<file path="src/rtl/sprite_grid_move.sv">
// Grid-locked sprite motion controller: fixed-point position, per-frame step,
// turns queued until tile-aligned (reversals immediate), wall stop, optional tunnel wrap.
module sprite_grid_move #(
  parameter int INITIAL_X = 288,
  parameter int INITIAL_Y = 384,
  parameter int SPEED     = 128,
  parameter int FP_SHIFT  = 6,
  parameter int GRID      = 32,
  parameter int OBJ_W     = 32,
  parameter int OBJ_H     = 32,
  parameter int FRAME_W   = 640,
  parameter int FRAME_H   = 480,
  parameter int WRAP_EN   = 1
) (
  input  logic               clk,
  input  logic               resetN,
  input  logic               startOfFrame,
  input  logic [3:0]         dir_req,
  input  logic               collision,
  input  logic [3:0]         HitEdgeCode,
  input  logic               restart,
  input  logic               freeze,
  output logic signed [10:0] topLeftX,
  output logic signed [10:0] topLeftY,
  output logic [1:0]         heading,
  output logic               moving
);

  localparam int FP_ONE     = 2 ** FP_SHIFT;
  localparam int X_INIT     = INITIAL_X * FP_ONE;
  localparam int Y_INIT     = INITIAL_Y * FP_ONE;
  localparam int X_MAX      = (FRAME_W - OBJ_W) * FP_ONE;
  localparam int Y_MAX      = (FRAME_H - OBJ_H) * FP_ONE;
  localparam int ALIGN_MASK = GRID * FP_ONE - 1;

  localparam logic [1:0] DIR_UP    = 2'd0;
  localparam logic [1:0] DIR_DOWN  = 2'd1;
  localparam logic [1:0] DIR_LEFT  = 2'd2;
  localparam logic [1:0] DIR_RIGHT = 2'd3;

  typedef enum logic [2:0] {
    IDLE_ST,
    MOVE_ST,
    WAIT_FOR_EOF_ST,
    TURN_ST,
    POSITION_CHANGE_ST,
    POSITION_LIMITS_ST
  } state_t;

  state_t             state;
  logic signed [31:0] xpos;
  logic signed [31:0] ypos;
  logic               pend_vld;
  logic [1:0]         pend_dir;

  logic [1:0]         req_dir_c;
  logic               aligned_c;
  logic               edge_hit_c;
  logic               turn_ok_c;

  // Pixel outputs are the integer part of the fixed-point position registers
  assign topLeftX = 11'(xpos >>> FP_SHIFT);
  assign topLeftY = 11'(ypos >>> FP_SHIFT);

  // Request priority encode: up > down > left > right
  always_comb begin
    req_dir_c = DIR_RIGHT;
    if (dir_req[0])      req_dir_c = DIR_UP;
    else if (dir_req[1]) req_dir_c = DIR_DOWN;
    else if (dir_req[2]) req_dir_c = DIR_LEFT;
  end

  // Tile alignment, wall-edge match against heading, and turn acceptance
  always_comb begin
    aligned_c  = ((xpos & ALIGN_MASK) == 32'sd0) && ((ypos & ALIGN_MASK) == 32'sd0);
    edge_hit_c = 1'b0;
    case (heading)
      DIR_UP:    edge_hit_c = HitEdgeCode[2];
      DIR_DOWN:  edge_hit_c = HitEdgeCode[0];
      DIR_LEFT:  edge_hit_c = HitEdgeCode[3];
      DIR_RIGHT: edge_hit_c = HitEdgeCode[1];
    endcase
    // Opposite directions differ only in bit 0 of the encoding
    turn_ok_c = pend_vld && ((pend_dir == (heading ^ 2'd1)) || aligned_c);
  end

  // Frame-sequenced motion FSM with pending-request capture
  always_ff @(posedge clk) begin
    if (!resetN || restart) begin
      state    <= IDLE_ST;
      xpos     <= 32'(X_INIT);
      ypos     <= 32'(Y_INIT);
      heading  <= DIR_RIGHT;
      moving   <= 1'b0;
      pend_vld <= 1'b0;
      pend_dir <= DIR_UP;
    end else if (!freeze) begin
      case (state)
        IDLE_ST: begin
          xpos     <= 32'(X_INIT);
          ypos     <= 32'(Y_INIT);
          heading  <= DIR_RIGHT;
          moving   <= 1'b0;
          pend_vld <= 1'b0;
          if (startOfFrame) state <= MOVE_ST;
        end
        MOVE_ST: begin
          if (collision && edge_hit_c) begin
            moving <= 1'b0;
            state  <= WAIT_FOR_EOF_ST;
          end
          if (startOfFrame) state <= TURN_ST;
        end
        WAIT_FOR_EOF_ST: begin
          if (startOfFrame) state <= TURN_ST;
        end
        TURN_ST: begin
          if (turn_ok_c) begin
            heading  <= pend_dir;
            moving   <= 1'b1;
            pend_vld <= 1'b0;
          end
          state <= POSITION_CHANGE_ST;
        end
        POSITION_CHANGE_ST: begin
          if (moving) begin
            case (heading)
              DIR_UP:    ypos <= ypos - SPEED;
              DIR_DOWN:  ypos <= ypos + SPEED;
              DIR_LEFT:  xpos <= xpos - SPEED;
              DIR_RIGHT: xpos <= xpos + SPEED;
            endcase
          end
          state <= POSITION_LIMITS_ST;
        end
        POSITION_LIMITS_ST: begin
          if (ypos < 0) begin
            ypos   <= '0;
            moving <= 1'b0;
          end else if (ypos > Y_MAX) begin
            ypos   <= 32'(Y_MAX);
            moving <= 1'b0;
          end
          if (WRAP_EN != 0) begin
            if (xpos < 0)          xpos <= 32'(X_MAX);
            else if (xpos > X_MAX) xpos <= '0;
          end else begin
            if (xpos < 0) begin
              xpos   <= '0;
              moving <= 1'b0;
            end else if (xpos > X_MAX) begin
              xpos   <= 32'(X_MAX);
              moving <= 1'b0;
            end
          end
          state <= MOVE_ST;
        end
        default: state <= IDLE_ST;
      endcase
      // A fresh request overwrites any queued one, including one consumed this cycle
      if (state != IDLE_ST && dir_req != 4'd0) begin
        pend_vld <= 1'b1;
        pend_dir <= req_dir_c;
      end
    end
  end

endmodule

</file>
<file path="config.mk">
export PLATFORM = sky130hd
export DESIGN_NAME = sprite_grid_move
export DESIGN_NICKNAME = d
export VERILOG_FILES = /design/src/rtl/sprite_grid_move.sv
export SDC_FILE = /design/constraint.sdc
export NUM_CORES = 1
export LEC_CHECK = 0
export BUFFER_PORTS_ARGS = -buffer_cell sky130_fd_sc_hd__buf_2
export CELL_PAD_IN_SITES_DETAIL_PLACEMENT = 1
export CELL_PAD_IN_SITES_GLOBAL_PLACEMENT = 1
export CORE_AREA = 2 2 103 125
export CTS_CLUSTER_SIZE = 40
export DETAILED_ROUTE_END_ITERATION = 10
export DIE_AREA = 0 0 105 127
export PLACE_DENSITY_LB_ADDON = 0.1
export SYNTH_ARGS = -nofsm -noshare
export SYNTH_HDL_FRONTEND = slang
export SYNTH_SLANG_ARGS = --single-unit
</file>
<file path="constraint.sdc">
create_clock -name clk -period 3.6 [get_ports clk]
set_clock_uncertainty 0.2 [all_clocks]
set_input_delay 0.72 -clock clk [delete_from_list [all_inputs] [get_ports clk]]
set_output_delay 0.72 -clock clk [all_outputs]
set_load 0.1 [all_outputs]
</file>
==> out/results.tsv <==
metric	value	unit
status	completed	
drive_gt1_share	12.1	%
cts_tree	built	
power_density	290	mW/mm²
clk_pin_slew	50	ps
finalSetupViolations	0	
rr_endpoint	ypos[29]	
r2r_setup_slack	230	ps
cp.arrival	3390	ps
power.switching	0.000370	W
clock_sinks	59	
cp-endpoint	ypos[29]	
routed_wl	15000	µm
grt_pass1_wl	24500	µm
fp.coreArea	0.0120	mm²
root_buffer	clkbuf_16	
start_kind	flop	
crit_path_max_incr_delay	460	ps
crit_path_max_fanout	14	
cts_buffers	9	
worstPathCellList	nand2b_4 > buf_4 > ha_1 > a21o_1 > a31oi_1 > o21ai_0 > and2_1 > nor4_1 > nor2_1 > a31oi_1 > xnor2_1 > a22o_1	
dieArea	0.0133	mm²
grt-ovfl-total	0	
p_sw_share	23.8	%
fin_crit_sh	93.5	%
std_cell_rows	44	
ant_nets	0	
post_cts_buffers	0	
viasPerCell	5.75	
hold_viol	0	
multi_input_area	0.00334	mm²
die-height	127	µm
area_delta_synth_final	9.88	%
nets	693	
grt_usage	23.1	%
seq_area_frac_synth	24.3	%
grt_pass1_vias	4922	
finalPower	0.00155	W
antenna_found_initial	0	
port_buffers	36	
crit_path_end_kind	flop	
cap_violations	0	
place.gp.congestion	0.821	
ir_worst_vdd	150	µV
syn_area	0.00486	mm²
fin_setup_tns	0	ps
die_w	105	µm
htreeDepth	3	
rr_startpoint	heading[1]	
fillers	1507	
reg2reg_depth	12	
grt_max_degree	33	
vias	4579	
crit_slowest_cell	nor4_1	
slew_viol_final	0	
tightestPinTransition	861	ps
synthArstFlopShare	0	%
relSlewSlack	42.2	%
cts_buffer_depth	2	
rsz0062_at_grt	false	
netlist.area_leader.share	24.3	%
p_leak	2.38	nW
p_int	0.00118	W
drt_iter0_drc	180	
crit_start	heading[1]	
synth-main-ff-cell	dfxtp_1	
max_clock_freq	297	MHz
synth.largest_area_cell	dfxtp_1	
initial_core_util	40.5	%
crit_top_cell	a31oi_1	
cts.hold.buffers_added	0	
regArea	0.00119	mm²
cts_resized	0	
fin_crit	3370	ps
ys_warn_count	0	
cp_data_required_time	3620	ps
criticalPathCategory	flop to flop	
syn_avg_cell_area	7.88	µm²
ys_top_cells_by_area	dfxtp_1 24%, ha_1 12%, a21oi_1 6.5%, xnor2_1 4.7%, o21ai_0 4.4%	
ys_seq_elements	59	
drc	0	
hold_class	flop to flop	
postLayoutCoreUtil	44.5	%
pwr-share-comb	5.4	%
synth_cell_type_count	66	
seq_power_share	42.4	%
netlist_instances	617	
routedWlPerCell	18.8	µm
synth_edf_count	0	
io_pins	39	
antenna_cells	0	
detailed_place_hpwl	11600	µm
drt-pass1-iter-count	4	
clock_latency	330	ps
clockPowerShare	52.2	%
[per-layer routing]
metal	GRT usage, %	part of all wire (%)	vias up
met5	0	0	-
met4	10.3	3.3	0
met3	3.06	1.8	33
met2	46.4	55	53
met1	23.3	40	2239
li1	-	-	2254
[synthesized netlist by cell type (all sizes together), types with 9 or more instances]
library cell / instances
a21o: 22
nor4: 14
nand2: 47
ha: 46
inv: 24
a22o: 11
a22oi: 11
nand2b: 9
nand3: 12
a31oi: 9
nor2: 52
clkbuf: 15
nor2b: 10
o21ai: 46
xnor2: 26
dfxtp: 59
nor3: 11
xor2: 16
a21oi: 65
buf: 29
[how the worst min path moves through the flow]
| stage | start | endpoint | depth (start not counted) |
|---|---|---|---|
| finish | xpos[18] | xpos[18] | 2 |
| global route | xpos[9] | xpos[9] | 2 |
| CTS | xpos[18] | xpos[18] | 2 |
| detailed placement | xpos[30] | xpos[30] | 2 |
| global placement | xpos[18] | xpos[18] | 2 |
| floorplan | xpos[17] | xpos[17] | 2 |
[final cells by class]
cell class | instances | area share, %
tap | 161 | 3.77
timing repair buffer | 46 | 4.78
multi-input combinational | 491 | 62.4
sequential | 59 | 22.2
inverter | 24 | 1.69
clock buffer | 14 | 4.94
clock inverter | 2 | 0.187
[flip-flops by register name, indices dropped and copies added, names as in the netlist]
signal	count
state	3
pend_dir	2
xpos	25
ypos	25
heading	2
pend_vld	1
moving	1
[logic make-up (layout without fill, tap and decap cells)]
logic type | Yosys count | after routing | share of synthesized area (%)
and+or+nand+nor | 187 | 187 | 19.1
DFF | 59 | 59 | 24.3
other | 1 | 2 | 0.0771
adders and majority gates | 48 | 48 | 12.7
buffers and inverters | 68 | 86 | 7.49
AOI/OAI and AO/OA | 204 | 204 | 26.9
muxes | 8 | 8 | 2.01
xor gates and xnor gates | 42 | 42 | 7.56
[worst max-delay path: cells and delay by family, from the launching register on]
kind	cells	cell delay [ps]
AOI/OAI and AO/OA	5	960
xor gates and xnor gates	1	90
adders and majority gates	1	320
buffers and inverters	1	250
DFF	1	400
and+or+nand+nor	4	1030
[power groups by stage]
| stage | registers [W] | logic, W | clock network (W) |
|---|---|---|---|
| after global placement | 0.000670 | 0.0000829 | 0 |
| after detailed placement | 0.000670 | 0.0000843 | 0 |
| after global routing | 0.000656 | 0.0000917 | 0.000859 |
| after CTS | 0.000656 | 0.0000846 | 0.000837 |
| final | 0.000657 | 0.0000843 | 0.000809 |
| after floorplan | 0.000670 | 0.0000638 | 0 |
[per-stage QoR]
stage	area [µm²]	hold WS, ps	cells	setup WS [ps]
final	5340	287	797	233
after global routing	5340	324	797	41.2
after CTS	5340	294	797	301
after detailed placement	5070	283	781	322
after global placement	5070	268	781	386
after floorplan	4890	252	618	54.6
[cells in the final DEF (no fill, tap or decap), types with 10 or more instances in the layout]
master,netlist,routed
a21oi_1,63,63
dfxtp_1,59,57
nor2_1,52,52
nand2_1,47,46
ha_1,46,46
o21ai_0,43,43
buf_2,3,36
xnor2_1,26,26
inv_1,24,24
a21o_1,22,22
xor2_1,16,16
nor4_1,13,13
nand3_1,12,12
a22oi_1,11,11
nor3_1,11,11
a22o_1,11,11
buf_4,24,10
Note: power is estimated with default switching activity, not from simulation.
